File: src/rtl/multicycle_ctrl_pkg.sv
// rtl/multicycle_ctrl_pkg.sv - shared types and constants for the multi-cycle sequencer
package ctrl_pkg;

    // Width of the memory wait timer shared by FETCH and MEM
    localparam int WAIT_CNT_WIDTH = 8;

    typedef enum logic [2:0] {
        IDLE   = 3'd0,
        FETCH  = 3'd1,
        DECODE = 3'd2,
        EXEC   = 3'd3,
        MEM    = 3'd4,
        WB     = 3'd5,
        HALT   = 3'd6,
        TRAP   = 3'd7
    } state_e;

    typedef enum logic [1:0] {
        CAUSE_NONE     = 2'd0,
        CAUSE_ILLEGAL  = 2'd1,
        CAUSE_FETCH_TO = 2'd2,
        CAUSE_DATA_TO  = 2'd3
    } trap_cause_e;

endpackage

File: src/rtl/multicycle_ctrl_if.sv
// rtl/multicycle_ctrl_if.sv - memory handshake, decode flags and control outputs of the sequencer
interface multicycle_ctrl_if #(
    parameter int CNT_WIDTH = 64
) ();
    logic                 imem_req;
    logic                 imem_ack;
    logic                 dmem_req;
    logic                 dmem_we;
    logic                 dmem_ack;
    logic                 is_load;
    logic                 is_store;
    logic                 need_wb;
    logic                 is_ebreak;
    logic                 inst_not_ipl;
    logic                 ir_we;
    logic                 rf_wen;
    logic                 pc_we;
    logic                 retire;
    logic                 halted;
    logic                 trap;
    logic [1:0]           trap_cause;
    logic [2:0]           state;
    logic [CNT_WIDTH-1:0] instret;

    // Sequencer side
    modport master (
        output imem_req, dmem_req, dmem_we, ir_we, rf_wen, pc_we, retire,
        output halted, trap, trap_cause, state, instret,
        input  imem_ack, dmem_ack, is_load, is_store, need_wb, is_ebreak, inst_not_ipl
    );

    // Memory / datapath side
    modport slave (
        input  imem_req, dmem_req, dmem_we, ir_we, rf_wen, pc_we, retire,
        input  halted, trap, trap_cause, state, instret,
        output imem_ack, dmem_ack, is_load, is_store, need_wb, is_ebreak, inst_not_ipl
    );
endinterface

File: src/rtl/multicycle_ctrl_wait_timer.sv
// rtl/multicycle_ctrl_wait_timer.sv - memory ack wait counter with timeout detect
module wait_timer
    import ctrl_pkg::*;
#(
    parameter int TIMEOUT = 255
) (
    input  logic clk,
    input  logic rst,
    input  logic clear,
    input  logic enable,
    output logic expired
);
    logic [WAIT_CNT_WIDTH-1:0] count;

    // Count unacknowledged wait cycles; any state change restarts the count
    always_ff @(posedge clk or posedge rst) begin
        if (rst) begin
            count <= '0;
        end else if (clear) begin
            count <= '0;
        end else if (enable) begin
            count <= count + WAIT_CNT_WIDTH'(1);
        end
    end

    // Flag the cycle whose missing ack would bring the count up to TIMEOUT
    always_comb begin
        expired = enable && (count == WAIT_CNT_WIDTH'(TIMEOUT - 1));
    end
endmodule

File: src/rtl/multicycle_ctrl.sv
// rtl/multicycle_ctrl.sv - FETCH/DECODE/EXEC/MEM/WB sequencer with sticky halt and trap
module multicycle_ctrl
    import ctrl_pkg::*;
#(
    parameter int TIMEOUT   = 255,
    parameter int CNT_WIDTH = 64
) (
    input  logic               clk,
    input  logic               rst,
    multicycle_ctrl_if.master  bus
);
    state_e               stateQ;
    state_e               nextState;
    trap_cause_e          causeQ;
    trap_cause_e          nextCause;
    logic                 haltedQ;
    logic                 trapQ;
    logic [CNT_WIDTH-1:0] instretQ;
    logic                 waitEn;
    logic                 waitExpired;
    logic                 stateChange;

    // Only unacknowledged cycles in the two memory wait states advance the timer
    always_comb begin
        waitEn = ((stateQ == FETCH) && !bus.imem_ack) ||
                 ((stateQ == MEM)   && !bus.dmem_ack);
    end

    assign stateChange = (stateQ != nextState);

    wait_timer #(
        .TIMEOUT (TIMEOUT)
    ) u_wait_timer (
        .clk     (clk),
        .rst     (rst),
        .clear   (stateChange),
        .enable  (waitEn),
        .expired (waitExpired)
    );

    // State register
    always_ff @(posedge clk or posedge rst) begin
        if (rst) begin
            stateQ <= IDLE;
        end else begin
            stateQ <= nextState;
        end
    end

    // Next-state and control output decode; HALT/TRAP fall through to all-zero defaults
    always_comb begin
        nextState    = stateQ;
        nextCause    = CAUSE_NONE;
        bus.imem_req = 1'b0;
        bus.dmem_req = 1'b0;
        bus.dmem_we  = 1'b0;
        bus.ir_we    = 1'b0;
        bus.rf_wen   = 1'b0;
        bus.pc_we    = 1'b0;
        bus.retire   = 1'b0;
        case (stateQ)
            IDLE: begin
                nextState = FETCH;
            end
            FETCH: begin
                bus.imem_req = 1'b1;
                if (bus.imem_ack) begin
                    bus.ir_we = 1'b1;
                    nextState = DECODE;
                end else if (waitExpired) begin
                    nextState = TRAP;
                    nextCause = CAUSE_FETCH_TO;
                end
            end
            DECODE: begin
                if (bus.inst_not_ipl) begin
                    nextState = TRAP;
                    nextCause = CAUSE_ILLEGAL;
                end else if (bus.is_ebreak) begin
                    nextState = HALT;
                end else begin
                    nextState = EXEC;
                end
            end
            EXEC: begin
                nextState = (bus.is_load || bus.is_store) ? MEM : WB;
            end
            MEM: begin
                bus.dmem_req = 1'b1;
                bus.dmem_we  = bus.is_store;
                if (bus.dmem_ack) begin
                    nextState = WB;
                end else if (waitExpired) begin
                    nextState = TRAP;
                    nextCause = CAUSE_DATA_TO;
                end
            end
            WB: begin
                bus.rf_wen = bus.need_wb && !bus.is_store;
                bus.pc_we  = 1'b1;
                bus.retire = 1'b1;
                nextState  = FETCH;
            end
            default: begin
                nextState = stateQ;
            end
        endcase
    end

    // Sticky halt/trap flags; the cause is captured only on the edge entering TRAP
    always_ff @(posedge clk or posedge rst) begin
        if (rst) begin
            haltedQ <= 1'b0;
            trapQ   <= 1'b0;
            causeQ  <= CAUSE_NONE;
        end else begin
            if (nextState == HALT && stateQ != HALT) begin
                haltedQ <= 1'b1;
            end
            if (nextState == TRAP && stateQ != TRAP) begin
                trapQ  <= 1'b1;
                causeQ <= nextCause;
            end
        end
    end

    // Retired-instruction counter, bumped alongside the WB retire pulse
    always_ff @(posedge clk or posedge rst) begin
        if (rst) begin
            instretQ <= '0;
        end else if (stateQ == WB) begin
            instretQ <= instretQ + CNT_WIDTH'(1);
        end
    end

    assign bus.halted     = haltedQ;
    assign bus.trap       = trapQ;
    assign bus.trap_cause = causeQ;
    assign bus.state      = stateQ;
    assign bus.instret    = instretQ;
endmodule

File: src/flat_wrapper.sv
// flat-port wrapper written by rule: the top's interface ports become plain ports
module multicycle_ctrl_flat import ctrl_pkg::*;
#(
    parameter int TIMEOUT   = 255,
    parameter int CNT_WIDTH = 64
)
  (clk, rst, bus_imem_req, bus_dmem_req, bus_dmem_we, bus_ir_we, bus_rf_wen, bus_pc_we, bus_retire, bus_halted, bus_trap, bus_trap_cause, bus_state, bus_instret, bus_imem_ack, bus_dmem_ack, bus_is_load, bus_is_store, bus_need_wb, bus_is_ebreak, bus_inst_not_ipl);
  multicycle_ctrl_if #(.CNT_WIDTH(CNT_WIDTH)) bus_i ();
  input  logic clk;
  input  logic rst;
  output wire logic [$bits(bus_i.imem_req)-1:0] bus_imem_req;
  output wire logic [$bits(bus_i.dmem_req)-1:0] bus_dmem_req;
  output wire logic [$bits(bus_i.dmem_we)-1:0] bus_dmem_we;
  output wire logic [$bits(bus_i.ir_we)-1:0] bus_ir_we;
  output wire logic [$bits(bus_i.rf_wen)-1:0] bus_rf_wen;
  output wire logic [$bits(bus_i.pc_we)-1:0] bus_pc_we;
  output wire logic [$bits(bus_i.retire)-1:0] bus_retire;
  output wire logic [$bits(bus_i.halted)-1:0] bus_halted;
  output wire logic [$bits(bus_i.trap)-1:0] bus_trap;
  output wire logic [$bits(bus_i.trap_cause)-1:0] bus_trap_cause;
  output wire logic [$bits(bus_i.state)-1:0] bus_state;
  output wire logic [$bits(bus_i.instret)-1:0] bus_instret;
  input wire logic [$bits(bus_i.imem_ack)-1:0] bus_imem_ack;
  input wire logic [$bits(bus_i.dmem_ack)-1:0] bus_dmem_ack;
  input wire logic [$bits(bus_i.is_load)-1:0] bus_is_load;
  input wire logic [$bits(bus_i.is_store)-1:0] bus_is_store;
  input wire logic [$bits(bus_i.need_wb)-1:0] bus_need_wb;
  input wire logic [$bits(bus_i.is_ebreak)-1:0] bus_is_ebreak;
  input wire logic [$bits(bus_i.inst_not_ipl)-1:0] bus_inst_not_ipl;
  assign bus_imem_req = bus_i.imem_req;
  assign bus_dmem_req = bus_i.dmem_req;
  assign bus_dmem_we = bus_i.dmem_we;
  assign bus_ir_we = bus_i.ir_we;
  assign bus_rf_wen = bus_i.rf_wen;
  assign bus_pc_we = bus_i.pc_we;
  assign bus_retire = bus_i.retire;
  assign bus_halted = bus_i.halted;
  assign bus_trap = bus_i.trap;
  assign bus_trap_cause = bus_i.trap_cause;
  assign bus_state = bus_i.state;
  assign bus_instret = bus_i.instret;
  assign bus_i.imem_ack = bus_imem_ack;
  assign bus_i.dmem_ack = bus_dmem_ack;
  assign bus_i.is_load = bus_is_load;
  assign bus_i.is_store = bus_is_store;
  assign bus_i.need_wb = bus_need_wb;
  assign bus_i.is_ebreak = bus_is_ebreak;
  assign bus_i.inst_not_ipl = bus_inst_not_ipl;
  multicycle_ctrl #(.TIMEOUT(TIMEOUT), .CNT_WIDTH(CNT_WIDTH)) u_core (.clk(clk), .rst(rst), .bus(bus_i));
endmodule
File: config.mk
export PLATFORM = sky130hd
export DESIGN_NAME = multicycle_ctrl_flat
export DESIGN_NICKNAME = d
export VERILOG_FILES = /design/src/rtl/multicycle_ctrl_pkg.sv /design/src/rtl/multicycle_ctrl_if.sv /design/src/rtl/multicycle_ctrl_wait_timer.sv /design/src/rtl/multicycle_ctrl.sv /design/src/flat_wrapper.sv
export SDC_FILE = /design/constraint.sdc
export NUM_CORES = 1
export LEC_CHECK = 0
export ABC_AREA = 0
export CORE_UTILIZATION = 26
export CTS_CLUSTER_SIZE = 24
export DETAILED_ROUTE_END_ITERATION = 12
export SLEW_MARGIN = 20
export SYNTH_ARGS = -nofsm -noshare
export SYNTH_HDL_FRONTEND = slang
export SYNTH_SLANG_ARGS = --single-unit
File: constraint.sdc
create_clock -name clk -period 2.9 [get_ports clk]
set_input_delay 0.725 -clock clk [delete_from_list [all_inputs] [get_ports clk]]
set_output_delay 0.725 -clock clk [all_outputs]
set_load 0.05 [all_outputs]
After elaboration in Yosys (flattened, before gate mapping)
Index checks and enable logic that the tools add are counted.
{"block": "word_totals", "reg_bits": 79, "in_bits": 9, "out_inout_bits": 78, "word_cells": 55}
{"block": "classes", "add_sub_neg": 2, "eq_ne": 11, "n_mux": 22, "n_reduce_logical": 14}
{"operator": "adder 64 x 1 -> 64 bit (second input constant)", "count": 1}
{"operator": "2-to-1 mux 8 bit", "count": 2}
{"operator": "2-to-1 mux 3 bit", "count": 5}
{"operator": "case mux 3 bit (5 select lines)", "count": 1}
{"operator": "== test 3 bit (second input constant)", "count": 4}
{"operator": "2-to-1 mux 1 bit", "count": 9}
{"operator": "adder 8 x 1 -> 8 bit (second input constant)", "count": 1}
{"operator": "== test 8 bit (second input constant)", "count": 1}
{"operator": "2-to-1 mux 2 bit", "count": 4}
{"operator": "== test 3 x 2 -> 1 bit (second input constant)", "count": 2}
{"operator": "logical AND 1 bit", "count": 6}
{"operator": "!= test 3 bit (second input constant)", "count": 2}
{"operator": "case mux 2 bit (3 select lines)", "count": 1}
{"operator": "== test 3 x 1 -> 1 bit (second input constant)", "count": 1}
{"operator": "logical NOT 1 bit", "count": 3}
{"operator": "logical NOT 3 bit", "count": 1}
{"operator": "!= test 3 bit", "count": 1}
{"operator": "logical OR 1 bit", "count": 2}
{"operator": "nonzero test 2 bit", "count": 1}
{"operator": "OR reduction 2 bit", "count": 1}

Longest topological paths before layout
{"block": "depth", "ltp_word": 9, "mapped_depth": 7, "mapped_depth_nobuf": 7}

Hierarchy
Synthesis repeated with hierarchy kept, for this count alone.
{"block": "unflattened", "hier_cells": 363, "area_unflattened_um2": 3897.5}
{"module": "multicycle_ctrl", "instances": 1, "cells_each": 321, "area_each_um2": 3478.3, "seq_area_each_um2": 1776.7}
{"module": "wait_timer", "instances": 1, "cells_each": 42, "area_each_um2": 419.2, "seq_area_each_um2": 200.2}

Least setup slack after synthesis
Ideal clock, no wire load.
{"block": "synth_path", "kind": "flip-flop to flip-flop", "start": "register u_core.stateQ[2] (netlist: u_core.bus.state[2])", "end": "register u_core.u_wait_timer.count[1]", "setup_ns": 0.151, "arrival_ns": 3.065, "required_ns": 2.749, "slack_ns": -0.316, "stages_incl_launch_ff": 6, "path_buffers": 1, "synth_period_minus_slack_ns": 3.216, "cell_sequence": "dfrtp_1 -> clkbuf_1 -> nor3b_1 -> a31oi_1 -> o221ai_1 -> a211oi_1"}
{"block": "synth_between", "elab_chain_cells": 9, "word_cells_on_any_way": 18, "cone_classes": "eq/ne: 6; mux: 5; reduce/logical: 7"}
{"item": "start, declared", "line_no": "multicycle_ctrl.sv:12", "text": "state_e stateQ;"}
{"item": "start signal, assigned", "line_no": "multicycle_ctrl.sv:46", "text": "stateQ <= nextState;"}
{"item": "== test 3 x 1 -> 1 bit or == test 3 bit (tied branches)", "line_no": "multicycle_ctrl.sv:25, multicycle_ctrl.sv:61, multicycle_ctrl.sv:26"}
{"item": "logical AND 1 bit (on tied branches)", "line_no": "multicycle_ctrl.sv:25, multicycle_ctrl.sv:26"}
{"item": "logical OR 1 bit", "line_no": "multicycle_ctrl.sv:25", "text": "waitEn = ((stateQ == FETCH) && !bus.imem_ack) ||"}
{"item": "logical AND 1 bit", "line_no": "multicycle_ctrl_wait_timer.sv:28", "text": "expired = enable && (count == WAIT_CNT_WIDTH'(TIMEOUT - 1));"}
{"item": "2-to-1 mux 3 bit", "line_no": "multicycle_ctrl.sv:70, multicycle_ctrl.sv:93"}
{"item": "2-to-1 mux 3 bit (on tied branches)", "line_no": "multicycle_ctrl.sv:91, multicycle_ctrl.sv:67"}
{"item": "case mux 3 bit (5 select lines)", "line_no": "multicycle_ctrl.sv:61", "text": "case (stateQ)"}
{"item": "!= test 3 bit", "line_no": "multicycle_ctrl.sv:29", "text": "assign stateChange = (stateQ != nextState);"}
{"item": "2-to-1 mux 8 bit or nonzero test 2 bit (tied branches)"}
{"item": "end signal, assigned", "line_no": "multicycle_ctrl_wait_timer.sv:22", "text": "count <= count + WAIT_CNT_WIDTH'(1);"}
{"item": "end, declared", "line_no": "multicycle_ctrl_wait_timer.sv:13", "text": "logic [WAIT_CNT_WIDTH-1:0] count;"}
Parallel ways exist; a longest one is shown, timed or not.
A chain may end at the register's enable or synchronous reset.

Final worst setup path
{"block": "layout_path", "start": "register u_core.stateQ[1] (netlist: u_core.bus.state[1])", "end": "output bus_imem_req"}
{"block": "layout_between", "elab_chain_cells": 2}
{"item": "== test 3 x 1 -> 1 bit", "line_no": "multicycle_ctrl.sv:61"}
{"item": "2-to-1 mux 1 bit", "line_no": "multicycle_ctrl.sv:61"}
{"item": "end, declared", "line_no": "flat_wrapper.sv:11", "text": "output wire logic [$bits(bus_i.imem_req)-1:0] bus_imem_req;"}
No other way between the ends.

==> flow_summary.ini <==
[cells_and_area]
final_cell_mix = clkdlybuf4s50_1 (81), dfrtp_1 (79), xnor2_1 (46), nand3_1 (31)
fin_cells = 654
syn_to_final_growth_pct = 37.5
finish.utilization_pct = 36.6
drive_gt1_share_pct = 11.7
final_common_cell = clkdlybuf4s50_1
stdcell_area_um2 = 5320
antenna_cells = 0
nFillCells = 1449
nets = 477

[logic_synthesis]
synth_flop_cell = dfrtp_1
synth_top_area_share_pct = 51.1
synth_fa_ha_area_share_pct = 0.970
async_reset_ff_share_pct = 100
avgSynthCellArea_um2 = 10.5
synth_fp_nets = 379
synth_top_family_by_area = simple AND/OR/NAND/NOR gates
synthDistinctLibCells = 49
synth-simple-area-share_pct = 24.5
synth_warnings = 0
ys_seq_area_share_pct = 51.1
synth_cells = 367
synth-compound-area-share_pct = 4.46
synth_xor_area_share_pct = 15.8
synthMuxAreaShare_pct = 0.291
syn_area_um2 = 3870
synth-seq-cells = 79
synth-edff-count = 0
synth_area_leader_cell = dfrtp_1
yosys-top-cells-area = dfrtp_1 (51%), xnor2_1 (10%), xor2_1 (5.4%)

[place]
dp.cells = 638
placed_cell_area_um2 = 5040
dp_hpwl_mm = 7.22
port-buffer-count = 86
gp_congestion = 0.876
preCtsSetupSlack_ps = 250

[die]
coreArea_um2 = 14500
ios = 87
num_rows = 44
dieArea_um2 = 15400
die_h_um = 124
initial_utilization_pct = 26.6
dieWidth_um = 124

[routing]
drt_pass1_iterations = 4
ant_nets = 0
vias_per_cell = 4.79
route.vias.total = 3132
drc_errors = 0
wl_per_cell_um = 14.9
wirelength_mm = 9.75
drt_iter0_drc = 219

[pwr]
p_per_area_nw_per_um2 = 665
power.leakage_nw = 2.20
ir_drop_mv = 0.531

[critical_path]
cp_num_buf_inv = 1
crit_slowest_cell = clkdlybuf4s50_1
cp_max_fo = 10
slowest_delay_ps = 870
crit_family = buffers and inverters
crit_type = flop to output port
crit_required_ps = 2170
setup.worst_path.start_class = flop
crit_chain = nor3b_2 -> clkdlybuf4s50_1
arrival_ps = 2070
worstSetupEndpointType = output port

[sta]
setup_violations = 0
tightestPinTransition_ps = 630
tns_ps = 0
worst_slack_ps = 103
period_share_pct = 96.5
rsz0062_at_grt = no
hold_violations = 0
slew_headroom_pct = 57.9
fin_worst_skew_ps = 5.79
drv_slew = 0
finalCriticalPeriod_ps = 2800
fmax_mhz = 357

[global_route]
antenna_found_initial = 0
grt_pass1_vias = 3109
grt_max_degree = 41
grt_pass1_wl_mm = 16.0
gr-total-overflow = 0
grtUsageTotal_pct = 13.6

[clocking]
cts.hold.buffers_added = 0
cts.clk_slew.worst_paths_ps = 60
clock_sinks = 79
cts_setup_buffers = 0
cts_buffer_depth = 2
cts_made_buffers = 9
cts_tree = done
cts_root_buf = clkbuf_16
clock_latency_ps = 340
ctsResizeCount = 0
htreeDepth = 3

[job]
cap_violations = 0

[hold_path]
hold_class = flop to flop

[run_status]
status = finished clean
registers in the layout (all words and copies together) (netlist names):
register	count
u_core.bus.halted	1
u_core.bus.trap_cause	2
u_core.bus.instret	64
u_core.u_wait_timer.count	8
u_core.bus.trap	1
u_core.bus.state	3
worst reg2reg max path, stage by stage (launching register included):
cell and delay (ps):
dfrtp_1 460, buf_4 210, and4b_1 330, nand4_1 180, or4_4 650, nor3_2 230, xor2_1 160
path summary, 6_finish.rpt:
| kind | startpoint | slack (ps) | depth (start not counted) | endpoint |
|---|---|---|---|---|
| hold / removal | u_core.bus.instret[63] | 470 | 1 | u_core.bus.instret[63] |
| min in group asynchronous | rst | 790 | 2 | u_core.bus.instret[0] |
| max in group asynchronous | rst | 1480 | 3 | u_core.bus.instret[60] |
| setup reg to reg | u_core.bus.state[2] | 610 | 6 | u_core.bus.instret[57] |
| setup / recovery | u_core.bus.state[1] | 100 | 2 | bus_imem_req |
| hold reg to reg | u_core.bus.instret[63] | 470 | 1 | u_core.bus.instret[63] |
synthesized netlist by cell type (all sizes together), types with 2 or more instances:
| master | number |
|---|---|
| o21ai | 2 |
| and2 | 2 |
| inv | 15 |
| nor3 | 20 |
| a21oi | 8 |
| or4 | 2 |
| ha | 3 |
| xnor2 | 46 |
| nor4 | 4 |
| nor2 | 21 |
| and3 | 10 |
| or2 | 3 |
| nand3 | 32 |
| nand4 | 22 |
| buf | 5 |
| and4 | 11 |
| a211oi | 4 |
| dfrtp | 79 |
| xor2 | 24 |
| or3b | 3 |
| nand2 | 24 |
| nor2b | 2 |
| clkbuf | 5 |
| nor3b | 3 |
| o31ai | 2 |
report_power, final:
part / total [W] / switching, W / internal [W]
Sequential: 0.00132 / 0.000125 / 0.00119
Combinational: 0.00116 / 0.000742 / 0.000423
Clock: 0.00106 / 0.000434 / 0.000624
Total: 0.00354 / 0.00130 / 0.00224
metal layers:
metal | share of wire, % | global-route usage [%] | up-vias | routed length (µm)
li1 | - | - | 1496 | -
met5 | 0 | 0 | - | 0
met1 | 45 | 17.5 | 1542 | 4410
met2 | 47 | 21.9 | 81 | 4570
met4 | 1.8 | 5.13 | 0 | 176
met3 | 6.2 | 3.53 | 13 | 602
kinds of logic (layout without fill, tap and decap cells):
kind of cell	count (synthesis)	count (layout)
adders and majority gates	3	3
muxes	1	1
DFF	79	79
xor gates and xnor gates	70	70
and+or+nand+nor	164	164
buffers and inverters	25	128
AOI/OAI and AO/OA	25	25
per-stage QoR:
| step | hold WS (ps) | power (W) |
|---|---|---|
| finish | 467 | 0.00354 |
| global route | 502 | 0.00372 |
| CTS | 475 | 0.00359 |
| detailed placement | 467 | 0.00250 |
| global placement | 459 | 0.00250 |
| floorplan | 510 | 0.00208 |
area by class of cell:
class	instances	area [µm²]	area share [%]
sequential	79	1980	37.2
multi-input combinational	263	1800	33.8
timing repair buffer	97	981	18.4
clock buffer	13	260	4.89
tap	184	230	4.33
inverter	15	56.3	1.06
clock inverter	3	17.5	0.329
Power figures use the tool's default switching activity.
